[src/rtl/adder_bist_pkg.sv]
// Shared types and constants for the adder self-test block.
package adder_bist_pkg;

  typedef enum logic [1:0] {
    ST_IDLE  = 2'd0,
    ST_DRIVE = 2'd1,
    ST_CHECK = 2'd2,
    ST_DONE  = 2'd3
  } state_e;

  localparam logic [31:0] LFSR_MASK  = 32'h8020_0003;
  localparam int unsigned FAIL_IDX_W = 16;

endpackage

[src/rtl/adder_bist_if.sv]
// Bundle between the self-test block and the adder / run controller.
interface adder_bist_if #(
  parameter int unsigned SIZE  = 4,
  parameter int unsigned CNT_W = 8
);
  import adder_bist_pkg::*;

  logic                  start;
  logic [SIZE-1:0]       op_a;
  logic [SIZE-1:0]       op_b;
  logic                  op_cin;
  logic [SIZE-1:0]       res_sum;
  logic                  res_cout;
  logic                  busy;
  logic                  done;
  logic                  pass;
  logic [CNT_W-1:0]      err_count;
  logic [FAIL_IDX_W-1:0] fail_idx;

  // Controller / adder side
  modport master (
    output start, res_sum, res_cout,
    input  op_a, op_b, op_cin, busy, done, pass, err_count, fail_idx
  );

  // Self-test block side
  modport slave (
    input  start, res_sum, res_cout,
    output op_a, op_b, op_cin, busy, done, pass, err_count, fail_idx
  );

endinterface

[src/rtl/adder_bist_lfsr32.sv]
// 32-bit Galois LFSR with seed load; a zero seed is replaced by 1.
module lfsr32
  import adder_bist_pkg::*;
(
  input  logic        clk,
  input  logic        rst,
  input  logic        load,
  input  logic [31:0] seed,
  input  logic        step,
  output logic [31:0] state
);

  logic [31:0] state_q, state_d;

  // Next value: load wins over step, otherwise hold
  always_comb begin
    state_d = state_q;
    if (load) begin
      state_d = (seed == 32'h0) ? 32'h1 : seed;
    end else if (step) begin
      state_d = {1'b0, state_q[31:1]} ^ (state_q[0] ? LFSR_MASK : 32'h0);
    end
  end

  // State register; reset to zero keeps operands at 0 until a run loads the seed
  always_ff @(posedge clk) begin
    if (rst) state_q <= 32'h0;
    else     state_q <= state_d;
  end

  assign state = state_q;

endmodule

[src/rtl/adder_bist.sv]
// Built-in self test for a SIZE-bit ripple adder: drives LFSR vectors, checks results.
module adder_bist
  import adder_bist_pkg::*;
#(
  parameter int unsigned SIZE        = 4,
  parameter int unsigned NUM_VECTORS = 16,
  parameter logic [31:0] SEED        = 32'h0000_0001,
  parameter int unsigned CNT_W       = 8
) (
  input logic         clk,
  input logic         rst,
  adder_bist_if.slave bus_if
);

  localparam int unsigned SW       = SIZE + 1;
  localparam int unsigned IDX_W    = FAIL_IDX_W;
  localparam logic [IDX_W-1:0] LAST_IDX = IDX_W'(NUM_VECTORS - 1);

  state_e             state_q, state_d;
  logic [IDX_W-1:0]   idx_q, idx_d;
  logic [CNT_W-1:0]   err_q, err_d;
  logic [IDX_W-1:0]   fail_q, fail_d;
  logic               seen_q, seen_d;
  logic               busy_q, busy_d;
  logic               done_q, done_d;
  logic               lfsr_load_c, lfsr_step_c;
  logic [31:0]        lfsr;
  logic [SW-1:0]      expected_c, observed_c;
  logic               mismatch_c;
  logic               unused_lfsr_c;

  lfsr32 u_lfsr (
    .clk   (clk),
    .rst   (rst),
    .load  (lfsr_load_c),
    .seed  (SEED),
    .step  (lfsr_step_c),
    .state (lfsr)
  );

  // Golden sum of the vector currently on the operands vs. the adder result
  always_comb begin
    expected_c = SW'(bus_if.op_a) + SW'(bus_if.op_b) + SW'(bus_if.op_cin);
    observed_c = {bus_if.res_cout, bus_if.res_sum};
    mismatch_c = (expected_c != observed_c);
  end

  // Run sequencing, index stepping, saturating error count and first-fail capture
  always_comb begin
    state_d     = state_q;
    idx_d       = idx_q;
    err_d       = err_q;
    fail_d      = fail_q;
    seen_d      = seen_q;
    lfsr_load_c = 1'b0;
    lfsr_step_c = 1'b0;
    case (state_q)
      ST_IDLE, ST_DONE: begin
        if (bus_if.start) begin
          state_d     = ST_DRIVE;
          lfsr_load_c = 1'b1;
          idx_d       = '0;
          err_d       = '0;
          fail_d      = '0;
          seen_d      = 1'b0;
        end
      end
      ST_DRIVE: state_d = ST_CHECK;
      ST_CHECK: begin
        if (mismatch_c) begin
          if (err_q != {CNT_W{1'b1}}) err_d = err_q + CNT_W'(1);
          if (!seen_q) begin
            seen_d = 1'b1;
            fail_d = idx_q;
          end
        end
        if (idx_q == LAST_IDX) begin
          state_d = ST_DONE;
        end else begin
          state_d     = ST_DRIVE;
          lfsr_step_c = 1'b1;
          idx_d       = idx_q + IDX_W'(1);
        end
      end
      default: state_d = ST_IDLE;
    endcase
    busy_d = (state_d == ST_DRIVE) || (state_d == ST_CHECK);
    done_d = (state_d == ST_DONE);
  end

  // Registered state and status
  always_ff @(posedge clk) begin
    if (rst) begin
      state_q <= ST_IDLE;
      idx_q   <= '0;
      err_q   <= '0;
      fail_q  <= '0;
      seen_q  <= 1'b0;
      busy_q  <= 1'b0;
      done_q  <= 1'b0;
    end else begin
      state_q <= state_d;
      idx_q   <= idx_d;
      err_q   <= err_d;
      fail_q  <= fail_d;
      seen_q  <= seen_d;
      busy_q  <= busy_d;
      done_q  <= done_d;
    end
  end

  assign bus_if.op_a      = lfsr[SIZE-1:0];
  assign bus_if.op_b      = lfsr[2*SIZE-1:SIZE];
  assign bus_if.op_cin    = lfsr[2*SIZE];
  assign bus_if.busy      = busy_q;
  assign bus_if.done      = done_q;
  assign bus_if.pass      = done_q & (err_q == '0);
  assign bus_if.err_count = err_q;
  assign bus_if.fail_idx  = fail_q;

  assign unused_lfsr_c = ^lfsr[31:2*SIZE+1];

endmodule

[src/flat_wrapper.sv]
// flat-port wrapper written by rule: the top's interface ports become plain ports
module adder_bist_flat import adder_bist_pkg::*;
#(
  parameter int unsigned SIZE        = 4,
  parameter int unsigned NUM_VECTORS = 16,
  parameter logic [31:0] SEED        = 32'h0000_0001,
  parameter int unsigned CNT_W       = 8
)
  (clk, rst, bus_if_start, bus_if_res_sum, bus_if_res_cout, bus_if_op_a, bus_if_op_b, bus_if_op_cin, bus_if_busy, bus_if_done, bus_if_pass, bus_if_err_count, bus_if_fail_idx);
  adder_bist_if #(.SIZE(SIZE), .CNT_W(CNT_W)) bus_if_i ();
  input logic clk;
  input logic rst;
  input wire logic [$bits(bus_if_i.start)-1:0] bus_if_start;
  input wire logic [$bits(bus_if_i.res_sum)-1:0] bus_if_res_sum;
  input wire logic [$bits(bus_if_i.res_cout)-1:0] bus_if_res_cout;
  output wire logic [$bits(bus_if_i.op_a)-1:0] bus_if_op_a;
  output wire logic [$bits(bus_if_i.op_b)-1:0] bus_if_op_b;
  output wire logic [$bits(bus_if_i.op_cin)-1:0] bus_if_op_cin;
  output wire logic [$bits(bus_if_i.busy)-1:0] bus_if_busy;
  output wire logic [$bits(bus_if_i.done)-1:0] bus_if_done;
  output wire logic [$bits(bus_if_i.pass)-1:0] bus_if_pass;
  output wire logic [$bits(bus_if_i.err_count)-1:0] bus_if_err_count;
  output wire logic [$bits(bus_if_i.fail_idx)-1:0] bus_if_fail_idx;
  assign bus_if_i.start = bus_if_start;
  assign bus_if_i.res_sum = bus_if_res_sum;
  assign bus_if_i.res_cout = bus_if_res_cout;
  assign bus_if_op_a = bus_if_i.op_a;
  assign bus_if_op_b = bus_if_i.op_b;
  assign bus_if_op_cin = bus_if_i.op_cin;
  assign bus_if_busy = bus_if_i.busy;
  assign bus_if_done = bus_if_i.done;
  assign bus_if_pass = bus_if_i.pass;
  assign bus_if_err_count = bus_if_i.err_count;
  assign bus_if_fail_idx = bus_if_i.fail_idx;
  adder_bist #(.SIZE(SIZE), .NUM_VECTORS(NUM_VECTORS), .SEED(SEED), .CNT_W(CNT_W)) u_core (.clk(clk), .rst(rst), .bus_if(bus_if_i));
endmodule
[config.mk]
export PLATFORM = sky130hd
export DESIGN_NAME = adder_bist_flat
export DESIGN_NICKNAME = d
export VERILOG_FILES = /design/src/rtl/adder_bist_pkg.sv /design/src/rtl/adder_bist_if.sv /design/src/rtl/adder_bist_lfsr32.sv /design/src/rtl/adder_bist.sv /design/src/flat_wrapper.sv
export SDC_FILE = /design/constraint.sdc
export NUM_CORES = 1
export LEC_CHECK = 0
export CAP_MARGIN = 20
export CORE_ASPECT_RATIO = 2
export CORE_MARGIN = 1.5
export CORE_UTILIZATION = 35
export DETAILED_ROUTE_END_ITERATION = 16
export GPL_TIMING_DRIVEN = 0
export MAX_ROUTING_LAYER = met4
export PLACE_DENSITY = 0.66
export RECOVER_POWER = 25
export SYNTH_ARGS = -nofsm -noshare
export SYNTH_HDL_FRONTEND = slang
export SYNTH_SLANG_ARGS = --single-unit
[constraint.sdc]
create_clock -name clk -period 2.6 [get_ports clk]
set_input_delay 0.52 -clock clk [delete_from_list [all_inputs] [get_ports clk]]
set_output_delay 0.52 -clock clk [all_outputs]
set_load 0.01 [all_outputs]
==> metrics.txt, run 1 <==
I/O pin count 44; cell family with most CP delay adder cells; final setup fails 2; top-area cell type share of the netlist area 40.33%; min setup slack post-route -0.007773 ns; hpwl dp 6.667 mm; Int Pwr 2.480 mW; Mapped Area 0.003822 mm²; share of flip-flops with an asynchronous set or reset 0%; post-synthesis compound-gate area fraction 14.57%; Post-Syn Area per Cell 8.687 µm²; ANT nets after route 0; sw frac 29.04%; gp weighted congestion 0.8888; reg2reg start u_core.u_lfsr.state[0]; top_reg_cell synth dfxtp_1; Worst-Skew Late Latency 0.33 ns; vias in the first global route 3,216; clk buf depth 2; WHS 0.4531 ns; adder-cell share of the synthesized area 3.993%; syn_nets 459; Seq pwr share 36.9%; CP startpoint u_core.u_lfsr.state[0]; XOR/XNOR Fraction of Synth Area 4.484%; Worst EP required 2.86 ns; Seq cells post-synth 77; Setup WS pre-CTS -0.2641 ns; GR Overflow Total 0; CTS Buf Count 9; # Max-Cap Violations 0; GRT Util Overall 16.54%; CP cell instances fa_2 -> fa_2 -> xnor2_1 -> and4_4 -> and3_4 -> a221oi_4 -> buf_6 -> buf_6 -> mux2i_1; via count 3,214; fmax 0.3835 GHz; final net count 520; HP Class reg2reg; Static Leak 1.714 nW; failing checks setup timing; Rows 53; combinational family with the most area after synthesis simple AND/OR/NAND/NOR gates; Peak VDD IR 494.9 µV; largest net degree at the start of global routing 13; Reg-to-Reg End u_core.bus_if.fail_idx[0]; first-pass GRT wire length 14.76 mm; Power, Total 3.495 mW; drt drc 0; Final Max Slew Viols 0; area delta synth->final 26.58%; core area 0.01054 mm²; NetSw 1.015 mW; area of the multi-input gates 0.002066 mm²; layout cell share with drive strength beyond 1 10.50%; fin area 0.004838 mm²; sequential cell area 0.001550 mm²; mux contribution to synthesized area 4.975%; Clock transition at path regs 0.06 ns; H-Tree Depth 3; clock root cell clkbuf_16; initial antenna violation count 0; Starting Density 36.25%; top cells by area, synth dfxtp_1 40%, nand2_1 7.2%, a21oi_1 5.4%, mux2i_1 5.0%, nand2b_1 4.3%; Via density 5.006; critical-path maximum fanout 6; WS Path Type reg2reg; average wire per standard cell 13.86 µm; post-synthesis cell count 440; Pre-antenna DRT Iters 4; reg2reg path depth 9; clock share of power 37.9%; Synth cell types 53; Hold Path End u_core.u_lfsr.state[12]; minimum clock period 2.608 ns; worst slew pin tran 0.6360 ns; Placed Area 0.004436 mm²; simple-gate share of the synthesized area 25.11%; EDFF count, synth 0; fillers 1,002; Seq/Total Area, Yosys 40.33%; period utilization 100.3%; CTS tree done; clock sink count 77; Critical Path Slowest Stage Cell fa_2; startpoint types register; Ant. Diodes 0; Die X 76.90 µm; slew margin rel. 56.50%; R2R setup slack -0.008 ns; Die Ht 150.8 µm; Hold Crit Start u_core.u_lfsr.state[13]; setup repair after global routing missed its margin true; CP bufs+invs 2; Final Hold Vio Count 0; IO buf count 42; hold path cells 2; Worst Setup End Kind register; Logic pwr share 25.2%; commonest cells after routing, fill and taps aside 74 x dfxtp_1, 73 x nand2_1, 40 x a21oi_1; CTS Hold Buffers Added 0; Setup TNS -0.01300 ns; Yosys warning count 0; Worst Path Arrival 2.86 ns; status complete, but fails checks; CP peak stage delay 0.55 ns; Final Skew 0.004344 ns; die footprint 0.01160 mm²; Total Wirelength 8.895 mm; most common cell after layout, fill and taps aside dfxtp_1; DR iter-0 viols 117; post-synth top area cell dfxtp_1; PwrDens 722.3 mW/mm²
synth_stat cells (all sizes together), types with 2 or more instances:
| master | number |
|---|---|
| and4 | 6 |
| ha | 9 |
| xor2 | 3 |
| xnor2 | 14 |
| nand2b | 26 |
| nor2 | 13 |
| nor4b | 2 |
| nor2b | 6 |
| o31ai | 5 |
| nand3b | 19 |
| or2 | 2 |
| clkbuf | 24 |
| or4 | 2 |
| a221oi | 4 |
| o2bb2ai | 2 |
| dfxtp | 77 |
| nand4 | 4 |
| a2111o | 3 |
| a211oi | 9 |
| nor3b | 2 |
| nor3 | 2 |
| nor4 | 4 |
| nand3 | 10 |
| nand2 | 73 |
| and2 | 4 |
| and3 | 4 |
| a31oi | 3 |
| a21oi | 42 |
| buf | 13 |
| mux2i | 19 |
| fa | 2 |
| inv | 12 |
| o21ai | 9 |
worst register-to-register path, delay by kind of cell, from the launching register on:
kind,cells,cell delay (ns)
adder cells (fa/ha/maj),2,0.97
flip-flops,1,0.38
AND/OR/NAND/NOR,2,0.36
AO/OA/AOI/OAI,1,0.34
buffers and inverters,2,0.27
multiplexers,1,0.17
XOR/XNOR,1,0.06
worst max path at each step:
stage / end / slack, ns / cells past startpoint
after global placement: u_core.bus_if.fail_idx[13] / -0.25 / 8
after global routing: u_core.bus_if.fail_idx[15] / -0.10 / 8
after detailed placement: u_core.bus_if.fail_idx[7] / -0.26 / 8
after CTS: u_core.bus_if.fail_idx[15] / -0.03 / 9
final: u_core.bus_if.fail_idx[0] / -0.008 / 9
after floorplan: u_core.bus_if.fail_idx[15] / -0.02 / 9
sequential cells by signal, indices dropped and copies added, names as in the netlist:
signal / count
u_core.u_lfsr.state: 32
u_core.bus_if.fail_idx: 16
u_core.idx_q: 16
u_core.bus_if.err_count: 8
u_core.state_q: 2
u_core.bus_if.busy: 1
u_core.bus_if.done: 1
u_core.seen_q: 1
repair_timing:
item / CTS / global route
resized for setup: 6 / 6
endpoints found under the setup margin: 16 / 22
pin swaps: 4 / 3
cloned: 1 / 0
buffers inserted: 8 / 3
cell type report:
class / count / area share [%]
Multi-Input combinational cell: 314 / 42.69
Clock inverter: 4 / 1.500
Timing Repair Buffer: 53 / 10.76
Buffer: 34 / 3.517
Sequential cell: 77 / 32.04
Tap cell: 137 / 3.543
Clock buffer: 11 / 5.017
Inverter: 12 / 0.9310
power groups by stage:
| stage | Clock, mW | Combinational, mW | Sequential (mW) |
|---|---|---|---|
| finish | 1.33 | 0.880 | 1.29 |
| global route | 1.40 | 0.978 | 1.29 |
| CTS | 1.36 | 0.950 | 1.29 |
| detailed placement | 0 | 0.822 | 1.32 |
| global placement | 0 | 0.813 | 1.31 |
| floorplan | 0 | 0.594 | 1.30 |
layer usage:
layer	wire (µm)	global-route usage, %	vias to the layer above
li1	-	-	1639
met1	3335	15.49	1502
met2	4943	30.93	56
met3	258	2.651	17
met4	358	10.37	0
met5	0	-	-
through the flow:
step / utilization [%] / instances
floorplan: - / 440
global placement: 42.07 / 619
detailed placement: 42.07 / 619
CTS: 45.89 / 641
global route: 45.89 / 642
finish: 45.89 / 642
kinds of logic (layout without fill, tap and decap cells):
| kind of cell | count (synthesis) | count (layout) |
|---|---|---|
| and+or+nand+nor | 181 | 181 |
| xor gates and xnor gates | 18 | 18 |
| adders and majority gates | 11 | 11 |
| AOI/OAI and AO/OA | 85 | 85 |
| buffers and inverters | 49 | 114 |
| muxes | 19 | 19 |
| DFF | 77 | 77 |
Note: power is estimated with default switching activity, not from simulation.
==> run 2: changes to the inputs <==
--- a/config.mk
+++ b/config.mk
@@ -5,6 +5,7 @@
 export SDC_FILE = /design/constraint.sdc
 export NUM_CORES = 1
 export LEC_CHECK = 0
+export ABC_AREA = 1
 export CAP_MARGIN = 20
 export CORE_ASPECT_RATIO = 2
 export CORE_MARGIN = 1.5
==> metrics.txt, run 2 <==
status finished clean (was complete, but fails checks); CTS tree done (unchanged); min setup slack post-route 0.1828 ns (was -0.007773 ns); slew margin rel. 62.10% (was 56.50%); drt drc 0 (unchanged); Rows 56 (was 53); first-pass GRT wire length 16.58 mm (was 14.76 mm); Total Wirelength 9.867 mm (was 8.895 mm); Final Hold Vio Count 0 (unchanged); post-synthesis cell count 624 (was 440); worst slew pin tran 0.5641 ns (was 0.6360 ns); Hold Crit Start u_core.u_lfsr.state[17] (was u_core.u_lfsr.state[13]); I/O pin count 44 (unchanged); top cells by area, synth dfxtp_1 37%, nand2_1 12%, nor2_1 11%, inv_1 7.0%, nand4_1 5.0% (was dfxtp_1 40%, nand2_1 7.2%, a21oi_1 5.4%, mux2i_1 5.0%, nand2b_1 4.3%); Seq/Total Area, Yosys 37.11% (was 40.33%); met1 Track Usage GR 15.89% (was 15.49%); setup repair after global routing missed its margin false (was true); GRT Util Overall 17.17% (was 16.54%); final setup fails 0 (was 2); via count 3,927 (was 3,214); Placed Area 0.004766 mm² (was 0.004436 mm²); Worst EP required 2.83 ns (was 2.86 ns); clock root cell clkbuf_16 (unchanged); initial antenna violation count 0 (unchanged); Peak VDD IR 699.1 µV (was 494.9 µV); met3 Track Usage GR 3.014% (was 2.651%); Die X 80.04 µm (was 76.90 µm); final net count 697 (was 520); WS Path Type reg2reg (unchanged); share of flip-flops with an asynchronous set or reset 0% (unchanged); Seq cells post-synth 77 (unchanged); die footprint 0.01257 mm² (was 0.01160 mm²); area delta synth->final 21.48% (was 26.58%); fmax 0.4137 GHz (was 0.3835 GHz); gp weighted congestion 0.9335 (was 0.8888); commonest cells after routing, fill and taps aside 128 x nand2_1, 127 x nor2_1, 77 x inv_1, 77 x dfxtp_1, 34 x o21ai_0 (was 74 x dfxtp_1, 73 x nand2_1, 40 x a21oi_1); CTS Hold Buffers Added 0 (unchanged); Setup WS pre-CTS 0.1374 ns (was -0.2641 ns); fin area 0.005046 mm² (was 0.004838 mm²); Final Skew 0.005748 ns (was 0.004344 ns); most common cell after layout, fill and taps aside nand2_1 (was dfxtp_1); Clock transition at path regs 0.06 ns (about the same); PwrDens 1067 mW/mm² (was 722.3 mW/mm²); period utilization 92.97% (was 100.3%); IO buf count 43 (was 42); non-filler cells, final 828 (was 642); Pre-antenna DRT Iters 4 (unchanged); clock sink count 77 (unchanged); startpoint types register (unchanged); Setup TNS 0 ns (was -0.01300 ns); CTS Buf Count 9 (unchanged); Worst Setup End Kind register (unchanged); CP startpoint u_core.u_lfsr.state[8] (was u_core.u_lfsr.state[0]); DP Cell Count 812 (was 619); Final Util 43.38% (was 45.89%); Static Leak 2.347 nW (was 1.714 nW); largest net degree at the start of global routing 14 (was 13); post-synth top area cell dfxtp_1 (unchanged); max reg flops 32 (unchanged); Synth cell types 35 (was 53); Final Max Slew Viols 0 (unchanged); clk buf depth 2 (unchanged); core area 0.01163 mm² (was 0.01054 mm²); syn_nets 643 (was 459); reg2reg start u_core.u_lfsr.state[8] (was u_core.u_lfsr.state[0]); ANT nets after route 0 (unchanged); # Max-Cap Violations 0 (unchanged); critical-path maximum fanout 10 (was 6); WHS 0.4804 ns (was 0.4531 ns); Yosys warning count 0 (unchanged); fillers 1,192 (was 1,002); Starting Density 35.71% (was 36.25%); Via density 4.743 (was 5.006); Post-Syn Area per Cell 6.657 µm² (was 8.687 µm²); routing usage on met2 32.37% (was 30.93%); Ant. Diodes 0 (unchanged); minimum clock period 2.417 ns (was 2.608 ns); Power, Total 5.384 mW (was 3.495 mW); Worst-Skew Late Latency 0.34 ns (was 0.33 ns); Worst Path Arrival 2.65 ns (was 2.86 ns); top-area cell type share of the netlist area 37.11% (was 40.33%); top cells by count, synth 128 x nand2_1, 126 x nor2_1, 77 x dfxtp_1, 77 x inv_1, 34 x o21ai_0 (was 77 x dfxtp_1, 73 x nand2_1, 41 x a21oi_1, 26 x nand2b_1, 23 x clkbuf_1); busiest grt layer met2 (unchanged); GR Overflow Total 0 (unchanged); top_reg_cell synth dfxtp_1 (unchanged); DR iter-0 viols 211 (was 117); HP Class reg2reg (unchanged); layout cell share with drive strength beyond 1 8.638% (was 10.50%); most frequent cell after synthesis nand2_1 (was dfxtp_1); vias in the first global route 3,808 (was 3,216); Mapped Area 0.004154 mm² (was 0.003822 mm²); average wire per standard cell 11.92 µm (was 13.86 µm); EDFF count, synth 0 (unchanged); Die Ht 157.1 µm (was 150.8 µm); H-Tree Depth 3 (unchanged); hpwl dp 7.746 mm (was 6.667 mm)
-- run 2: critical path, stage by stage (launching register included) --
cell,delay (ns)
dfxtp_1,0.36
fa_1,0.48
fa_1,0.52
nand2_1,0.05
nand2_1,0.06
nand3_1,0.08
nor2_2,0.13
nand3_4,0.18
nand3_4,0.15
buf_6,0.15
nand2_1,0.06
clkinv_1,0.04
nor2_1,0.03
-- run 2: routing by layer --
layer	vias up	part of all wire, %	wire length [µm]
met5	-	0	0
met4	0	3.7	361
met3	27	2.7	262
met2	64	57	5577
met1	1785	37	3665
li1	2051	-	-
-- run 2: final timing paths --
check	endpoint	slack (ns)	cells past startpoint
min reg2reg	u_core.u_lfsr.state[16]	0.48	2
max reg2reg	u_core.bus_if.fail_idx[13]	0.18	12
min	u_core.u_lfsr.state[16]	0.48	2
max	u_core.bus_if.fail_idx[13]	0.18	12
-- run 2: cell type report --
class / count / area [µm²] / share of cell area (%)
buffer: 33 / 212.7 / 4.215
clock buffer: 12 / 256.5 / 5.083
clock inverter: 4 / 31.28 / 0.6199
inverter: 93 / 351.6 / 6.968
multi-input combinational: 421 / 2041 / 40.44
sequential: 77 / 1541 / 30.55
tap: 145 / 181.4 / 3.595
timing repair buffer: 43 / 430.4 / 8.530
-- run 2: what timing repair did --
action / CTS / global route
resized for setup: 0 / 1
buffers inserted: 0 / 0
setup endpoints to repair: 0 / 4
-- run 2: cell families after synthesis --
group                    after synthesis  share of synthesized area, %
buffers and inverters                126                         13.58
adder cells (fa/ha/maj)               11                         3.675
XOR/XNOR                               6                         1.265
AND/OR/NAND/NOR                      346                         36.90
flip-flops                            77                         37.11
AO/OA/AOI/OAI                         58                         7.470
-- run 2: power by group --
part / total [mW] / internal (mW) / switching (mW)
registers: 1.66 / 1.47 / 0.190
logic: 2.53 / 1.02 / 1.51
clock network: 1.20 / 0.702 / 0.493
